===== src/rtl/cp0_ctrl_if.sv =====
// CP0 access bus: register read/write port, interrupt lines, pipeline event inputs and exception redirect.
// master = pipeline side driving requests, slave = the CP0 block.
interface cp0_ctrl_if #(
   parameter int NUM_HW_INT = 6
);
   logic                  we;
   logic [4:0]            waddr;
   logic [31:0]           wdata;
   logic [4:0]            raddr;
   logic [31:0]           rdata;
   logic [NUM_HW_INT-1:0] hw_int;
   logic                  pc_valid;
   logic [31:0]           pc;
   logic                  in_delay_slot;
   logic [4:0]            exc_req;
   logic                  exc_flush;
   logic [31:0]           exc_target;
   logic                  int_pending;
   logic                  timer_int;
   logic [31:0]           status;
   logic [31:0]           cause;
   logic [31:0]           epc;

   modport master (
      output we, waddr, wdata, raddr, hw_int, pc_valid, pc, in_delay_slot, exc_req,
      input  rdata, exc_flush, exc_target, int_pending, timer_int, status, cause, epc
   );

   modport slave (
      input  we, waddr, wdata, raddr, hw_int, pc_valid, pc, in_delay_slot, exc_req,
      output rdata, exc_flush, exc_target, int_pending, timer_int, status, cause, epc
   );
endinterface


===== src/rtl/cp0_ctrl.sv =====
// MIPS-style CP0: Count/Compare timer, Status/Cause/EPC, exception/eret sequencing; state updates next edge.
// rdata/exc_flush/exc_target are combinational from pre-edge state; no backpressure, one event per cycle.
module cp0_ctrl #(
   parameter int          NUM_HW_INT   = 6,
   parameter int          TIMER_IP     = 7,
   parameter int          COUNT_DIV    = 1,
   parameter logic [31:0] RESET_STATUS = 32'h1000_0000,
   parameter logic [31:0] EXC_VECTOR   = 32'hBFC0_0380,
   parameter logic [31:0] PRID         = 32'h0001_0001
) (
   input  logic       clk,
   input  logic       rst,
   cp0_ctrl_if.slave  cp0_io
);

   typedef enum logic [2:0] {
      EV_NONE, EV_INT, EV_RI, EV_OV, EV_SYS, EV_BRK, EV_ERET
   } ev_e;

   logic [31:0]           count_q, count_d;
   logic [31:0]           compare_q, compare_d;
   logic [31:0]           status_q, status_d;
   logic [31:0]           epc_q, epc_d;
   logic                  bd_q, bd_d;
   logic                  ti_q, ti_d;
   logic [1:0]            ip_sw_q, ip_sw_d;
   logic [4:0]            exc_code_q, exc_code_d;
   logic                  phase_q, phase_d;
   logic [NUM_HW_INT-1:0] hw_q;

   logic [5:0]  hw_ext;
   logic [7:0]  ip;
   logic [31:0] cause_live;
   logic        int_raw;
   ev_e         ev;
   logic [4:0]  ev_code;
   logic [31:0] epc_entry;
   logic        tick;
   logic [31:0] rd_mux;

   // IP is rebuilt every cycle so reads and the interrupt check see the live value
   always_comb begin
      hw_ext = '0;
      hw_ext[NUM_HW_INT-1:0] = hw_q;
      ip = {hw_ext, ip_sw_q};
      ip[TIMER_IP] = ip[TIMER_IP] | ti_q;
   end

   assign cause_live = {bd_q, ti_q, 14'd0, ip, 1'b0, exc_code_q, 2'b00};
   assign int_raw    = status_q[0] & ~status_q[1] & (|(ip & status_q[15:8]));

   always_comb begin
      ev = EV_NONE;
      if (!rst && cp0_io.pc_valid) begin
         if (int_raw)                ev = EV_INT;
         else if (cp0_io.exc_req[2]) ev = EV_RI;
         else if (cp0_io.exc_req[3]) ev = EV_OV;
         else if (cp0_io.exc_req[0]) ev = EV_SYS;
         else if (cp0_io.exc_req[1]) ev = EV_BRK;
         else if (cp0_io.exc_req[4]) ev = EV_ERET;
      end
   end

   always_comb begin
      ev_code = 5'd0;
      case (ev)
         EV_RI:   ev_code = 5'd10;
         EV_OV:   ev_code = 5'd12;
         EV_SYS:  ev_code = 5'd8;
         EV_BRK:  ev_code = 5'd9;
         default: ev_code = 5'd0;
      endcase
   end

   // syscall/break resume after the trapping instruction; a delay-slot event restarts at the branch
   always_comb begin
      if (cp0_io.in_delay_slot)               epc_entry = cp0_io.pc - 32'd4;
      else if (ev == EV_SYS || ev == EV_BRK)  epc_entry = cp0_io.pc + 32'd4;
      else                                    epc_entry = cp0_io.pc;
   end

   always_comb begin
      count_d    = count_q;
      compare_d  = compare_q;
      status_d   = status_q;
      epc_d      = epc_q;
      bd_d       = bd_q;
      ti_d       = ti_q;
      ip_sw_d    = ip_sw_q;
      exc_code_d = exc_code_q;
      phase_d    = ~phase_q;
      tick       = (COUNT_DIV == 2) ? phase_q : 1'b1;

      if (tick) count_d = count_q + 32'd1;
      if (cp0_io.we) begin
         case (cp0_io.waddr)
            5'd9: begin
               count_d = cp0_io.wdata;
               phase_d = 1'b0;
            end
            5'd11:   compare_d = cp0_io.wdata;
            5'd12:   status_d  = cp0_io.wdata;
            5'd13:   ip_sw_d   = cp0_io.wdata[9:8];
            5'd14:   epc_d     = cp0_io.wdata;
            default: ;
         endcase
      end

      // a Compare write acknowledges the timer even if the match lands on the same edge
      if (cp0_io.we && cp0_io.waddr == 5'd11) ti_d = 1'b0;
      else if (compare_q != 32'd0 && count_d == compare_q) ti_d = 1'b1;

      if (ev == EV_ERET) begin
         status_d[1] = 1'b0;
      end else if (ev != EV_NONE) begin
         status_d[1] = 1'b1;
         exc_code_d  = ev_code;
         if (!status_q[1]) begin
            epc_d = epc_entry;
            bd_d  = cp0_io.in_delay_slot;
         end
      end
   end

   always_ff @(posedge clk) begin
      if (rst) begin
         count_q    <= '0;
         compare_q  <= '0;
         status_q   <= RESET_STATUS;
         epc_q      <= '0;
         bd_q       <= 1'b0;
         ti_q       <= 1'b0;
         ip_sw_q    <= '0;
         exc_code_q <= '0;
         phase_q    <= 1'b0;
         hw_q       <= '0;
      end else begin
         count_q    <= count_d;
         compare_q  <= compare_d;
         status_q   <= status_d;
         epc_q      <= epc_d;
         bd_q       <= bd_d;
         ti_q       <= ti_d;
         ip_sw_q    <= ip_sw_d;
         exc_code_q <= exc_code_d;
         phase_q    <= phase_d;
         hw_q       <= cp0_io.hw_int;
      end
   end

   always_comb begin
      rd_mux = '0;
      case (cp0_io.raddr)
         5'd9:    rd_mux = count_q;
         5'd11:   rd_mux = compare_q;
         5'd12:   rd_mux = status_q;
         5'd13:   rd_mux = cause_live;
         5'd14:   rd_mux = epc_q;
         5'd15:   rd_mux = PRID;
         default: rd_mux = '0;
      endcase
   end

   assign cp0_io.rdata       = rst ? 32'd0 : rd_mux;
   assign cp0_io.exc_flush   = (ev != EV_NONE);
   assign cp0_io.exc_target  = (ev == EV_ERET) ? epc_q : EXC_VECTOR;
   assign cp0_io.int_pending = ~rst & int_raw;
   assign cp0_io.timer_int   = ti_q;
   assign cp0_io.status      = status_q;
   assign cp0_io.cause       = cause_live;
   assign cp0_io.epc         = epc_q;

endmodule


===== src/flat_wrapper.sv =====
// flat-port wrapper written by rule: the top's interface ports become plain ports
module cp0_ctrl_flat 
#(
   parameter int          NUM_HW_INT   = 6,
   parameter int          TIMER_IP     = 7,
   parameter int          COUNT_DIV    = 1,
   parameter logic [31:0] RESET_STATUS = 32'h1000_0000,
   parameter logic [31:0] EXC_VECTOR   = 32'hBFC0_0380,
   parameter logic [31:0] PRID         = 32'h0001_0001
)
  (clk, rst, cp0_io_we, cp0_io_waddr, cp0_io_wdata, cp0_io_raddr, cp0_io_hw_int, cp0_io_pc_valid, cp0_io_pc, cp0_io_in_delay_slot, cp0_io_exc_req, cp0_io_rdata, cp0_io_exc_flush, cp0_io_exc_target, cp0_io_int_pending, cp0_io_timer_int, cp0_io_status, cp0_io_cause, cp0_io_epc);
  cp0_ctrl_if #(.NUM_HW_INT(NUM_HW_INT)) cp0_io_i ();
  input  logic clk;
  input  logic rst;
  input wire logic [$bits(cp0_io_i.we)-1:0] cp0_io_we;
  input wire logic [$bits(cp0_io_i.waddr)-1:0] cp0_io_waddr;
  input wire logic [$bits(cp0_io_i.wdata)-1:0] cp0_io_wdata;
  input wire logic [$bits(cp0_io_i.raddr)-1:0] cp0_io_raddr;
  input wire logic [$bits(cp0_io_i.hw_int)-1:0] cp0_io_hw_int;
  input wire logic [$bits(cp0_io_i.pc_valid)-1:0] cp0_io_pc_valid;
  input wire logic [$bits(cp0_io_i.pc)-1:0] cp0_io_pc;
  input wire logic [$bits(cp0_io_i.in_delay_slot)-1:0] cp0_io_in_delay_slot;
  input wire logic [$bits(cp0_io_i.exc_req)-1:0] cp0_io_exc_req;
  output wire logic [$bits(cp0_io_i.rdata)-1:0] cp0_io_rdata;
  output wire logic [$bits(cp0_io_i.exc_flush)-1:0] cp0_io_exc_flush;
  output wire logic [$bits(cp0_io_i.exc_target)-1:0] cp0_io_exc_target;
  output wire logic [$bits(cp0_io_i.int_pending)-1:0] cp0_io_int_pending;
  output wire logic [$bits(cp0_io_i.timer_int)-1:0] cp0_io_timer_int;
  output wire logic [$bits(cp0_io_i.status)-1:0] cp0_io_status;
  output wire logic [$bits(cp0_io_i.cause)-1:0] cp0_io_cause;
  output wire logic [$bits(cp0_io_i.epc)-1:0] cp0_io_epc;
  assign cp0_io_i.we = cp0_io_we;
  assign cp0_io_i.waddr = cp0_io_waddr;
  assign cp0_io_i.wdata = cp0_io_wdata;
  assign cp0_io_i.raddr = cp0_io_raddr;
  assign cp0_io_i.hw_int = cp0_io_hw_int;
  assign cp0_io_i.pc_valid = cp0_io_pc_valid;
  assign cp0_io_i.pc = cp0_io_pc;
  assign cp0_io_i.in_delay_slot = cp0_io_in_delay_slot;
  assign cp0_io_i.exc_req = cp0_io_exc_req;
  assign cp0_io_rdata = cp0_io_i.rdata;
  assign cp0_io_exc_flush = cp0_io_i.exc_flush;
  assign cp0_io_exc_target = cp0_io_i.exc_target;
  assign cp0_io_int_pending = cp0_io_i.int_pending;
  assign cp0_io_timer_int = cp0_io_i.timer_int;
  assign cp0_io_status = cp0_io_i.status;
  assign cp0_io_cause = cp0_io_i.cause;
  assign cp0_io_epc = cp0_io_i.epc;
  cp0_ctrl #(.NUM_HW_INT(NUM_HW_INT), .TIMER_IP(TIMER_IP), .COUNT_DIV(COUNT_DIV), .RESET_STATUS(RESET_STATUS), .EXC_VECTOR(EXC_VECTOR), .PRID(PRID)) u_core (.clk(clk), .rst(rst), .cp0_io(cp0_io_i));
endmodule

===== config.mk =====
export PLATFORM = sky130hd
export DESIGN_NAME = cp0_ctrl_flat
export DESIGN_NICKNAME = d
export VERILOG_FILES = /design/src/rtl/cp0_ctrl_if.sv /design/src/rtl/cp0_ctrl.sv /design/src/flat_wrapper.sv
export SDC_FILE = /design/constraint.sdc
export NUM_CORES = 1
export LEC_CHECK = 0
export BUFFER_PORTS_ARGS = -buffer_cell sky130_fd_sc_hd__buf_2
export CAP_MARGIN = 20
export CELL_PAD_IN_SITES_DETAIL_PLACEMENT = 1
export CELL_PAD_IN_SITES_GLOBAL_PLACEMENT = 1
export CORE_MARGIN = 4
export CORE_UTILIZATION = 42
export CTS_CLUSTER_DIAMETER = 100
export DETAILED_ROUTE_END_ITERATION = 10
export PLACE_DENSITY_LB_ADDON = 0.25
export SYNTH_ARGS = -nofsm -noshare
export SYNTH_HDL_FRONTEND = slang
export SYNTH_SLANG_ARGS = --single-unit

===== constraint.sdc =====
create_clock -name clk -period 6.4 [get_ports clk]
set_input_delay 0.64 -clock clk [delete_from_list [all_inputs] [get_ports clk]]
set_output_delay 0.64 -clock clk [all_outputs]
set_load 0.05 [all_outputs]

Word-level counts from Yosys, hierarchy flattened

Cells that the tools add are included.

Register bits: 143
Output and inout port bits: 163
Word-level logic and storage cells: 79
Input bits: 90

Eq/ne operators: 17
Reduce and logical (&&, ||, !) cells: 18
Muxes and demuxes: 23
Bitwise logic cells: 8
Add/sub/neg operators: 3

Operators by type and width:

| cell                    | number |
|---|---|
| $mux W32                | 11 |
| $pmux W32 S6            | 1 |
| $eq A5 B4 Y1 const B    | 11 |
| $add A32 B1 Y32 const B | 1 |
| $add A32 B3 Y32 const B | 1 |
| $eq A32 B32 Y1          | 1 |
| $reduce_bool A32 Y1     | 1 |
| $sub A32 B3 Y32 const B | 1 |
| $mux W3                 | 7 |
| $pmux W4 S4             | 1 |
| $reduce_and A2 Y1       | 5 |
| $eq A3 B3 Y1 const B    | 3 |
| $and A8 B8 Y8           | 1 |
| $reduce_or A8 Y1        | 1 |
| $eq A3 B2 Y1 const B    | 2 |
| $mux W2                 | 2 |
| $reduce_bool A2 Y1      | 2 |
| $reduce_or A2 Y1        | 2 |
| $and A1 B1 Y1           | 3 |
| $logic_and A1 B1 Y1     | 3 |
| $not A1 Y1              | 3 |
| $reduce_and A3 Y1       | 1 |
| $reduce_bool A3 Y1      | 1 |
| $logic_not A1 Y1        | 1 |
| 3 further kinds         | 3 |

Logic depth before layout (Yosys ltp)

Gate-level depths: netlist of run 1.

Depth in word-level cells: 14
Mapped depth: 10
Mapped depth without buffers: 9

Worst setup path after synthesis of run 1

No wires, ideal clock.

Kind: input to output
Start: input port cp0_io_raddr[3]
End: output port cp0_io_rdata[16]
Stages: 6
Path slack: 3.173 ns
Data required time: 5.760 ns
Data arrival time: 2.587 ns
Cell sequence: nor2b_1 > nand2_1 > nor3_1 > clkbuf_1 > a22oi_1 > nor2_1

Word-level cells in the longest chain between the ends: 3
Elaborated cells on any way between the ends: 8
Those cells by class: 6 x eq/ne; 2 x mux

Ends and longest elaborated chain:

| element            | line               | RTL |
|---|---|---|
| start: declaration | flat_wrapper.sv:18 | `input wire logic [$bits(cp0_io_i.raddr)-1:0] cp0_io_raddr;` |
| $eq A5 B4 Y1       | cp0_ctrl.sv:153    | `case (cp0_io.raddr)` |
| $pmux W32 S6 (*)   | cp0_ctrl.sv:153    |  |
| $mux W32 (*)       | cp0_ctrl.sv:164    | `assign cp0_io.rdata = rst ? 32'd0 : rd_mux;` |
| end: declaration   | flat_wrapper.sv:24 | `output wire logic [$bits(cp0_io_i.rdata)-1:0] cp0_io_rdata;` |

Every way passes the cells marked *; elsewhere a longest branch is shown, timed or not.

Worst setup path after layout of run 1

Start: register u_core.hw_q[4] (netlist: u_core.hw_ext[4])
End: output port cp0_io_exc_target[20]

Word-level cells in the longest chain between the ends: 7

Ends and longest elaborated chain:

| element                  | line               | RTL |
|---|---|---|
| start: declaration       | cp0_ctrl.sv:29     | `logic [NUM_HW_INT-1:0] hw_q;` |
| start signal: assignment | cp0_ctrl.sv:147    | `hw_q <= cp0_io.hw_int;` |
| $and A8 B8 Y8            | cp0_ctrl.sv:50     | `assign int_raw = status_q[0] & ~status_q[1] & (\|(ip & status_q[15:8]));` |
| $reduce_or A8 Y1         | cp0_ctrl.sv:50     |  |
| $and A1 B1 Y1            | cp0_ctrl.sv:50     |  |
| $mux W3                  | cp0_ctrl.sv:55     | `if (int_raw) ev = EV_INT;` |
| $mux W3                  | cp0_ctrl.sv:54     | `if (!rst && cp0_io.pc_valid) begin` |
| $eq A3 B3 Y1             | cp0_ctrl.sv:166    | `assign cp0_io.exc_target = (ev == EV_ERET) ? epc_q : EXC_VECTOR;` |
| $mux W32                 | cp0_ctrl.sv:166    |  |
| end: declaration         | flat_wrapper.sv:26 | `output wire logic [$bits(cp0_io_i.exc_target)-1:0] cp0_io_exc_target;` |

Every way passes these cells.

==> results.yml, run 1 <==
layout:
  area_growth_pct: 18.27
  nNetsFinal: 1545
  nFillCells: 2934
  drive_above_1_share: 0.2437
  diodes: 0
  layout_common_cells: "buf_2, nand2_1, dfxtp_1, a21oi_1, nor2_1"
  multi_input_area_um2: 6436
  regArea_um2: 2843
  layout_commonest_cell: "buf_2"
setup_path:
  arrival_ns: 3.30
  start_kind: "flop"
  critical_path_class: "flop to output port"
  rr_endpoint: "u_core.cp0_io.timer_int"
  cp-end-kind: "output port"
  crit_fanout: 33
  worstReg2RegStart: "u_core.count_q[0]"
  cp.required_ns: 5.76
  rrSetupSlack_ns: 3.00
  reg2reg_depth: 9
clocking:
  clock_latency_ns: 0.44
  clkTransAtPathRegs_ns: 0.06
  cts_tree: "built"
  post-cts-setup-buffers: 0
  htreeDepth: 4
  clock_sinks: 142
  hold_buffers: 0
  root_buffer: "clkbuf_16"
  ctsResizeCount: 0
  cts_buffer_depth: 2
  cts_buffers: 17
routing:
  ant_nets: 0
  avgViaCountPerCell: 6.096
  route.vias.total: 10840
  wirelength_um: 42360
  drt_iter0_drc: 1035
  wl_per_cell_um: 23.82
  dr.pass1.iters: 8
  route.detailed.drc: 0
die:
  start_util: 0.4299
  coreArea_um2: 22850
  die_w_um: 160.9
  die-area_um2: 25900
  ioPinCount: 253
  dieHeight_um: 160.9
  num_rows: 55
flow_run:
  drv_cap: 0
grt:
  grt_max_degree: 73
  grt_pass1_wl_um: 64290
  grt_pass1_vias: 10840
  antenna_found_initial: 0
  grt_overflow: 0
  grtUsageTotal: 0.3152
pwr:
  power_per_cell_area_nw_per_um2: 200.8
  leakagePower_nw: 4.598
  ir_drop_uv: 185.1
  p_total_w: 0.002332
timing:
  hold_viol: 0
  rsz0062_at_grt: "no"
  drv_slew: 0
  holdWs_ns: 0.4183
  tightest_slew_ns: 1.139
  finalSetupTns_ns: 0
  fin_worst_skew_ns: 0.01308
  fin_ws_ns: 2.456
  finalWorstPathRequiredPeriod_ns: 3.944
  fin_crit_sh: 0.6163
  slew_headroom: 0.2353
  finalSetupViolations: 0
  fmax_mhz: 253.5
min_path:
  hp-class: "primary input to flop"
  hold_depth: 2
  hp-start: "cp0_io_hw_int[1]"
  min_to: "u_core.hw_ext[1]"
placed_design:
  gp_congestion: 0.9574
  dp_slack_ns: 2.692
  port_buffers: 234
  place_hpwl_um: 31810
yosys:
  synth-seq-cells: 142
  syn_inst: 1287
  synth_top_family_by_area: "simple AND/OR/NAND/NOR gates"
  yosysWarningCount: 0
  syn_area_per_cell_um2: 7.632
  synth-simple-area-share: 0.2834
  synth-adder-area-share: 0.003822
  yosysSeqAreaShare: 0.2894
  synthXorXnorAreaFrac: 0.06917
  netlist_area_um2: 9822
  yosysUniqueCellTypes: 83
  synthArstFlopShare: 0
  synth_compound_area_frac: 0.1957
  synth_edf_count: 0
  synthFlopType: "dfxtp_1"
  synthMuxAreaShare: 0.09338
outcome:
  run_status: "complete, no violations"
Yosys cell counts, drive strengths merged, types with 34 or more instances:
cell,instances,area [um^2]
mux2,53,596.8
buf,38,251.5
xnor2,43,376.6
o21ai,34,170.2
a211oi,41,307.8
nand2,197,749.5
a21oi,110,550.5
nand3,36,197.7
nor2,111,419.2
clkbuf,79,297.8
dfxtp,142,2843
power by group:
group          internal, W  total, W  switching [W]  leakage [nW]
registers         0.000910  0.000954      0.0000436          1.15
clock network     0.000585   0.00100       0.000418         0.279
logic             0.000106  0.000376       0.000270          3.16
total              0.00160   0.00233       0.000731          4.60
worst max-delay path: stages (launching register included):
cell	delay (ns)
dfxtp_1	0.34
a22o_1	0.23
a221oi_1	0.31
a311o_1	0.52
and4_1	0.95
and2_1	0.23
buf_2	0.26
worst max path at each step:
stage,end,cells after the start,startpoint,slack (ns)
after detailed placement,cp0_io_rdata[18],6,cp0_io_raddr[1],2.69
after global routing,cp0_io_exc_target[17],6,u_core.cp0_io.status[10],2.25
after floorplan,cp0_io_rdata[16],6,cp0_io_raddr[3],3.17
after CTS,cp0_io_exc_target[5],6,u_core.hw_ext[4],2.42
after global placement,cp0_io_rdata[18],6,cp0_io_raddr[1],2.71
final,cp0_io_exc_target[20],6,u_core.hw_ext[4],2.46
flip-flops by register name, indices dropped and copies added (netlist names):
name	flops
u_core.bd_q	1
u_core.count_q	32
u_core.compare_q	32
u_core.cp0_io.epc	32
u_core.cp0_io.status	32
u_core.cp0_io.timer_int	1
u_core.ip_sw_q	2
u_core.exc_code_q	4
u_core.hw_ext	6
stage by stage:
stage	std cells	area [um^2]	utilization
final	1778	11620	0.5084
after global placement	1744	11010	0.4817
after global routing	1778	11620	0.5084
after CTS	1778	11620	0.5084
after detailed placement	1746	11030	0.4829
after floorplan	1304	9886	-
layout make-up:
type,count,area share
multi-input combinational,1022,0.5541
sequential,142,0.2447
clock buffer,19,0.03813
clock inverter,13,0.01217
timing repair buffer,246,0.1098
inverter,23,0.007432
tap,313,0.03371
metal layers:
| metal | wire length [um] | global-route usage | vias to the layer above |
|---|---|---|---|
| met1 | 17770 | 0.4148 | 5354 |
| met5 | 0 | 0 | - |
| li1 | - | - | 4933 |
| met4 | 1173 | 0.09306 | 0 |
| met2 | 20130 | 0.5224 | 465 |
| met3 | 3286 | 0.06569 | 86 |
kinds of logic (layout without fill, tap and decap cells):
family | after synthesis | after routing
mux | 85 | 85
flops | 142 | 142
buf+inv | 140 | 301
xor+xnor | 76 | 76
other cells | 1 | 18
simple gates | 548 | 548
compound gates | 292 | 292
fa+ha+maj | 3 | 3
Note: power is estimated with default switching activity, not from simulation.
==> run 2: changes to the inputs <==
- ABC_AREA: not set -> 1
- CORE_UTILIZATION: 42 -> 33
- clock period: 6.4 -> 3.5 ns (I/O delays scaled with it)
==> run 2 against run 1 <==
Against the previous run: count of clock-buffer cells in the layout unchanged; final area increased by 4.4%; routed wire length grew 16%; combinational power rose to 2.5 times the previous value; clock power rose by 97%; core utilization shrank 10 points; critical path type is now primary input to output port.
==> results.yml, run 2 <==
clocking:
  clock_sinks: 142
  cts_buffer_depth: 2
  cts_tree: "built"
  hold_buffers: 0
  clkTransAtPathRegs_ns: 0.07
  htreeDepth: 4
  ctsResizeCount: 0
  cts_buffers: 17
  root_buffer: "clkbuf_16"
  clock_latency_ns: 0.44
  post-cts-setup-buffers: 0
die:
  start_util: 0.3378
  die-area_um2: 33440
  die_w_um: 182.9
  dieHeight_um: 182.9
  num_rows: 63
  coreArea_um2: 29870
  ioPinCount: 253
pwr:
  power_per_cell_area_nw_per_um2: 385.8
  switching_power_w: 0.001610
  clockPowerShare: 0.421
  p_total_w: 0.004677
  combPwrFrac: 0.202
  pwr-share-seq: 0.378
  p_int_w: 0.003066
  power_switching_share: 0.3443
  leakagePower_nw: 5.559
  ir_drop_uv: 268.1
yosys:
  yosysWarningCount: 0
  syn_area_per_cell_um2: 5.840
  synthFlopType: "dfxtp_1"
  synthArstFlopShare: 0
  synth_top_area_share: 0.2817
  yosysUniqueCellTypes: 49
  yosysMostFrequentCell: "nand2_1"
  synth-seq-cells: 142
  synthTopCellsByArea: "dfxtp_1, nand2_1, nor2_1"
  syn_inst: 1728
  synth_top_area_cell: "dfxtp_1"
  synth_edf_count: 0
  netlist_area_um2: 10090
  yosysSeqAreaShare: 0.2817
  synthTopCellsByCount: "nand2_1, nor2_1, inv_1"
setup_path:
  start_kind: "primary input"
  crit_start: "cp0_io_raddr[0]"
  critical_path_class: "primary input to output port"
  worstReg2RegStart: "u_core.cp0_io.timer_int"
  cp-end-kind: "output port"
  path_buf_inv: 5
  critical_path.max_stage_delay_ns: 0.62
  crit_top_cell: "nor2_1"
  arrival_ns: 2.71
  cp_top_family: "buffers and inverters"
  crit_fanout: 18
  crit_chain: "buf_2 -> inv_1 -> nor2_1 -> nand3_1 -> nor2_1 -> buf_4 -> inv_1 -> o21ai_0 -> a221oi_1 -> nor2_1 -> buf_2"
  crit_slowest_cell: "o21ai_0"
  cp.required_ns: 3.15
grt:
  grtUsageMet1: 0.3720
  antenna_found_initial: 1
  grt_max_degree: 93
  grt_util_met2: 0.4912
  grtUsageMet3: 0.03392
  grtUsageTotal: 0.2847
  top_usage_layer: "met2"
  grt_pass1_wl_um: 74530
  grt_pass1_vias: 12570
  grt_overflow: 0
timing:
  rsz0062_at_grt: "no"
  fin_ws_ns: 0.4446
  finalSetupViolations: 0
  tightest_slew_ns: 1.037
  fmax_mhz: 327.3
  fin_crit_sh: 0.8730
  finalWorstPathRequiredPeriod_ns: 3.055
  finalSetupTns_ns: 0
  slew_headroom: 0.3086
  hold_viol: 0
  drv_slew: 0
  fin_worst_skew_ns: 0.01182
routing:
  avgViaCountPerCell: 5.387
  ant_nets: 0
  drt_iter0_drc: 907
  dr.pass1.iters: 5
  wl_per_cell_um: 21.11
  route.vias.total: 12510
  wirelength_um: 49030
  route.detailed.drc: 0
outcome:
  run_status: "complete, no violations"
layout:
  multi_input_area_um2: 6131
  area_growth_pct: 20.12
  nNetsFinal: 2013
  nFillCells: 4144
  regArea_um2: 2843
  diodes: 0
  layout_commonest_cell: "nand2_1"
  drive_above_1_share: 0.1702
  layout_common_cells: "nand2_1, nor2_1, buf_2, inv_1, dfxtp_1"
placed_design:
  place_hpwl_um: 38530
  gp_congestion: 0.9662
  port_buffers: 234
  dp_slack_ns: 0.5458
flow_run:
  drv_cap: 0
min_path:
  hp-class: "primary input to flop"
  hp-start: "cp0_io_hw_int[5]"
-- run 2: cell types whose count changed in the layout (fill, tap and decap cells not counted), moves of 42 or more --
cell     before  now
nand2_1     195  471
inv_1        23  180
nor2_1      109  261
nand3_1      33  135
o21ai_0      32  128
mux2_2       53    0
xnor2_1      43    1
-- run 2: path summary, 6_finish.rpt --
path | endpoint | depth (start not counted) | slack, ns
max reg2reg | u_core.cp0_io.epc[21] | 14 | 0.56
min | u_core.hw_ext[5] | 3 | 0.12
max | cp0_io_rdata[17] | 11 | 0.44
min reg2reg | u_core.cp0_io.status[9] | 2 | 0.50
-- run 2: area by class of cell --
cell class,instances,share of cell area
clock buffers,19,0.03654
clock inverters,13,0.01445
flip-flops and latches,142,0.2345
multi-input cells,1316,0.5058
well taps,390,0.04026
inverters,186,0.05760
repair buffers,257,0.1109
-- run 2: power groups by stage --
stage	registers, W	clock network, W	logic (W)
finish	0.00177	0.00197	0.000943
global route	0.00177	0.00205	0.00102
CTS	0.00176	0.00198	0.000939
detailed placement	0.00180	0	0.000935
global placement	0.00180	0	0.000922
floorplan	0.00193	0	0.000479
-- run 2: stage by stage --
step                      cells  instance area, um^2  hold slack [ns]  utilization
after floorplan            1745                10150           0.4570            -
after global placement     2291                11500           0.4702       0.3851
after detailed placement   2291                11500           0.4824       0.3851
after CTS                  2323                12120           0.1036       0.4057
after global routing       2323                12120           0.1134       0.4057
final                      2323                12120           0.1158       0.4057
-- run 2: layer usage --
metal,up-vias,wire length (um),part of all wire
met3,71,2266,0.046
met2,376,23880,0.49
met5,-,0,0
met1,6091,21500,0.44
met4,0,1389,0.028
li1,5976,-,-
-- run 2: cell families (layout without fill, tap and decap cells) --
group | Yosys count | after routing | synth area share
XOR/XNOR | 18 | 18 | 0.01562
flip-flops | 142 | 142 | 0.2817
adder cells (fa/ha/maj) | 3 | 3 | 0.003720
AND/OR/NAND/NOR | 948 | 948 | 0.3921
other | 1 | 18 | 0.0003716
buffers and inverters | 287 | 475 | 0.1194
AO/OA/AOI/OAI | 329 | 329 | 0.1871
-- run 2: worst register-to-register path: cells and delay by family, from the launching register on --
family,cells,cell delay [ns]
AO/OA/AOI/OAI,2,0.34
AND/OR/NAND/NOR,10,1.33
flip-flops,1,0.37
buffers and inverters,2,0.84
==> run 3: changes to the inputs <==
- CORE_UTILIZATION: 33 -> 39
- SKIP_CTS_REPAIR_TIMING: not set -> 1
- SLEW_MARGIN: not set -> 0
- clock period: 3.5 -> 3.9 ns (I/O delays scaled with it)
==> run 3 against run 2 <==
Against the previous run: worst setup slack got worse by 0.11 ns; count of clock-buffer cells in the layout rose by 1; combinational power fell by 11%; core utilization rose by 6.8 points; non-clock buffer count fell by 4; flip-flop and latch count did not move; clock skew fell by 0.00064 ns; critical path type is now flop to output port; largest cell class unchanged; critical endpoint is now cp0_io_exc_target[21].
==> results.yml, run 3 (synthesized netlist as in run 2, its figures left out) <==
outcome:
  run_status: "complete, no violations"
setup_path:
  worstReg2RegStart: "u_core.cp0_io.timer_int"
  rrSetupSlack_ns: 0.48
  rr_endpoint: "u_core.cp0_io.epc[21]"
  arrival_ns: 3.18
  crit_fanout: 23
  reg2reg_depth: 14
  critical_path_class: "flop to output port"
  cp-end-kind: "output port"
  start_kind: "flop"
  cp.required_ns: 3.51
layout:
  nFillCells: 3639
  fin_area_um2: 12010
  diodes: 0
  regArea_um2: 2843
  layout_common_cells: "nand2_1, nor2_1, buf_2, inv_1, dfxtp_1"
  area_growth_pct: 19.01
  layout_commonest_cell: "nand2_1"
  drive_above_1_share: 0.1674
  nNetsFinal: 2009
  multi_input_area_um2: 6131
min_path:
  hold_depth: 3
  hp-start: "cp0_io_hw_int[5]"
  hp-class: "primary input to flop"
  min_to: "u_core.hw_ext[5]"
grt:
  grt_pass1_wl_um: 72440
  grt_overflow: 0
  grtUsageTotal: 0.3221
  grt_max_degree: 93
  antenna_found_initial: 0
  grt_pass1_vias: 12690
clocking:
  clock_latency_ns: 0.42
  root_buffer: "clkbuf_16"
  htreeDepth: 4
  cts_buffers: 17
  cts_tree: "built"
  cts_buffer_depth: 2
  clock_sinks: 142
  clkTransAtPathRegs_ns: 0.06
die:
  coreArea_um2: 25330
  die_w_um: 168.9
  start_util: 0.3984
  die-area_um2: 28510
  dieHeight_um: 168.9
  num_rows: 58
  ioPinCount: 253
timing:
  finalWorstPathRequiredPeriod_ns: 3.565
  fin_crit_sh: 0.9141
  rsz0062_at_grt: "no"
  finalSetupTns_ns: 0
  tightest_slew_ns: 1.019
  finalSetupViolations: 0
  fmax_mhz: 280.5
  fin_worst_skew_ns: 0.01118
  hold_viol: 0
  holdWs_ns: 0.1671
  fin_ws_ns: 0.3348
  slew_headroom: 0.3205
  drv_slew: 0
placed_design:
  postPlaceCellArea_um2: 11410
  port_buffers: 234
  gp_congestion: 0.9786
  place_hpwl_um: 36580
  dp_slack_ns: 0.4720
routing:
  route.vias.total: 12610
  ant_nets: 0
  wl_per_cell_um: 20.83
  drt_iter0_drc: 901
  wirelength_um: 47060
  avgViaCountPerCell: 5.582
  dr.pass1.iters: 5
  route.detailed.drc: 0
pwr:
  leakagePower_nw: 5.533
  power_per_cell_area_nw_per_um2: 344.7
  p_total_w: 0.004140
  ir_drop_uv: 259.0
flow_run:
  drv_cap: 0
-- run 3: worst max-delay path, stage by stage (launching register included) --
cell and delay, ns:
dfxtp_1 0.33, or2_4 0.29, nand2_1 0.10, nor3b_2 0.18, nand2_1 0.09, nand2_2 0.16, nand2_1 0.09, nand2_2 0.12
nand2_2 0.08, nor2_4 0.37, inv_2 0.35, nor2_1 0.27, buf_2 0.31
-- run 3: report_power, final --
| part | total (W) | internal, W | switching, W |
|---|---|---|---|
| Sequential | 0.00158 | 0.00151 | 0.0000742 |
| Combinational | 0.000839 | 0.000204 | 0.000636 |
| Clock | 0.00172 | 0.00101 | 0.000703 |
| Total | 0.00414 | 0.00273 | 0.00141 |
-- run 3: how the worst max path moves through the flow --
stage | end | slack [ns] | from
2_1_floorplan | cp0_io_exc_target[0] | 0.96 | u_core.cp0_io.timer_int
3_3_place_gp | u_core.cp0_io.epc[21] | 0.65 | rst
3_5_place_dp | u_core.cp0_io.epc[21] | 0.47 | rst
4_1_cts | cp0_io_exc_target[9] | 0.33 | u_core.cp0_io.timer_int
5_1_grt | cp0_io_exc_target[9] | 0.19 | u_core.cp0_io.timer_int
6_report | cp0_io_exc_target[21] | 0.33 | u_core.cp0_io.timer_int
-- run 3: metrics by stage --
stage	cells	utilization
2_1_floorplan	1745	-
6_report	2259	0.4742
3_3_place_gp	2227	0.4505
4_1_cts	2259	0.4742
3_5_place_dp	2227	0.4505
5_1_grt	2259	0.4742
-- run 3: metal layers --
layer / wire length (um) / vias up / part of all wire / GRT usage
met2: 22660 / 421 / 0.48 / 0.5521
li1: - / 5973 / - / -
met3: 2911 / 85 / 0.062 / 0.04344
met5: 0 / - / 0 / 0
met4: 1570 / 0 / 0.033 / 0.1080
met1: 19920 / 6130 / 0.42 / 0.4178
-- run 3: final cells by class --
type,count,area share
Timing Repair Buffer,253,0.1104
Clock buffer,20,0.03636
Tap cell,330,0.03438
Clock inverter,12,0.01344
Sequential cell,142,0.2367
Multi-Input combinational cell,1316,0.5105
Inverter,186,0.05814
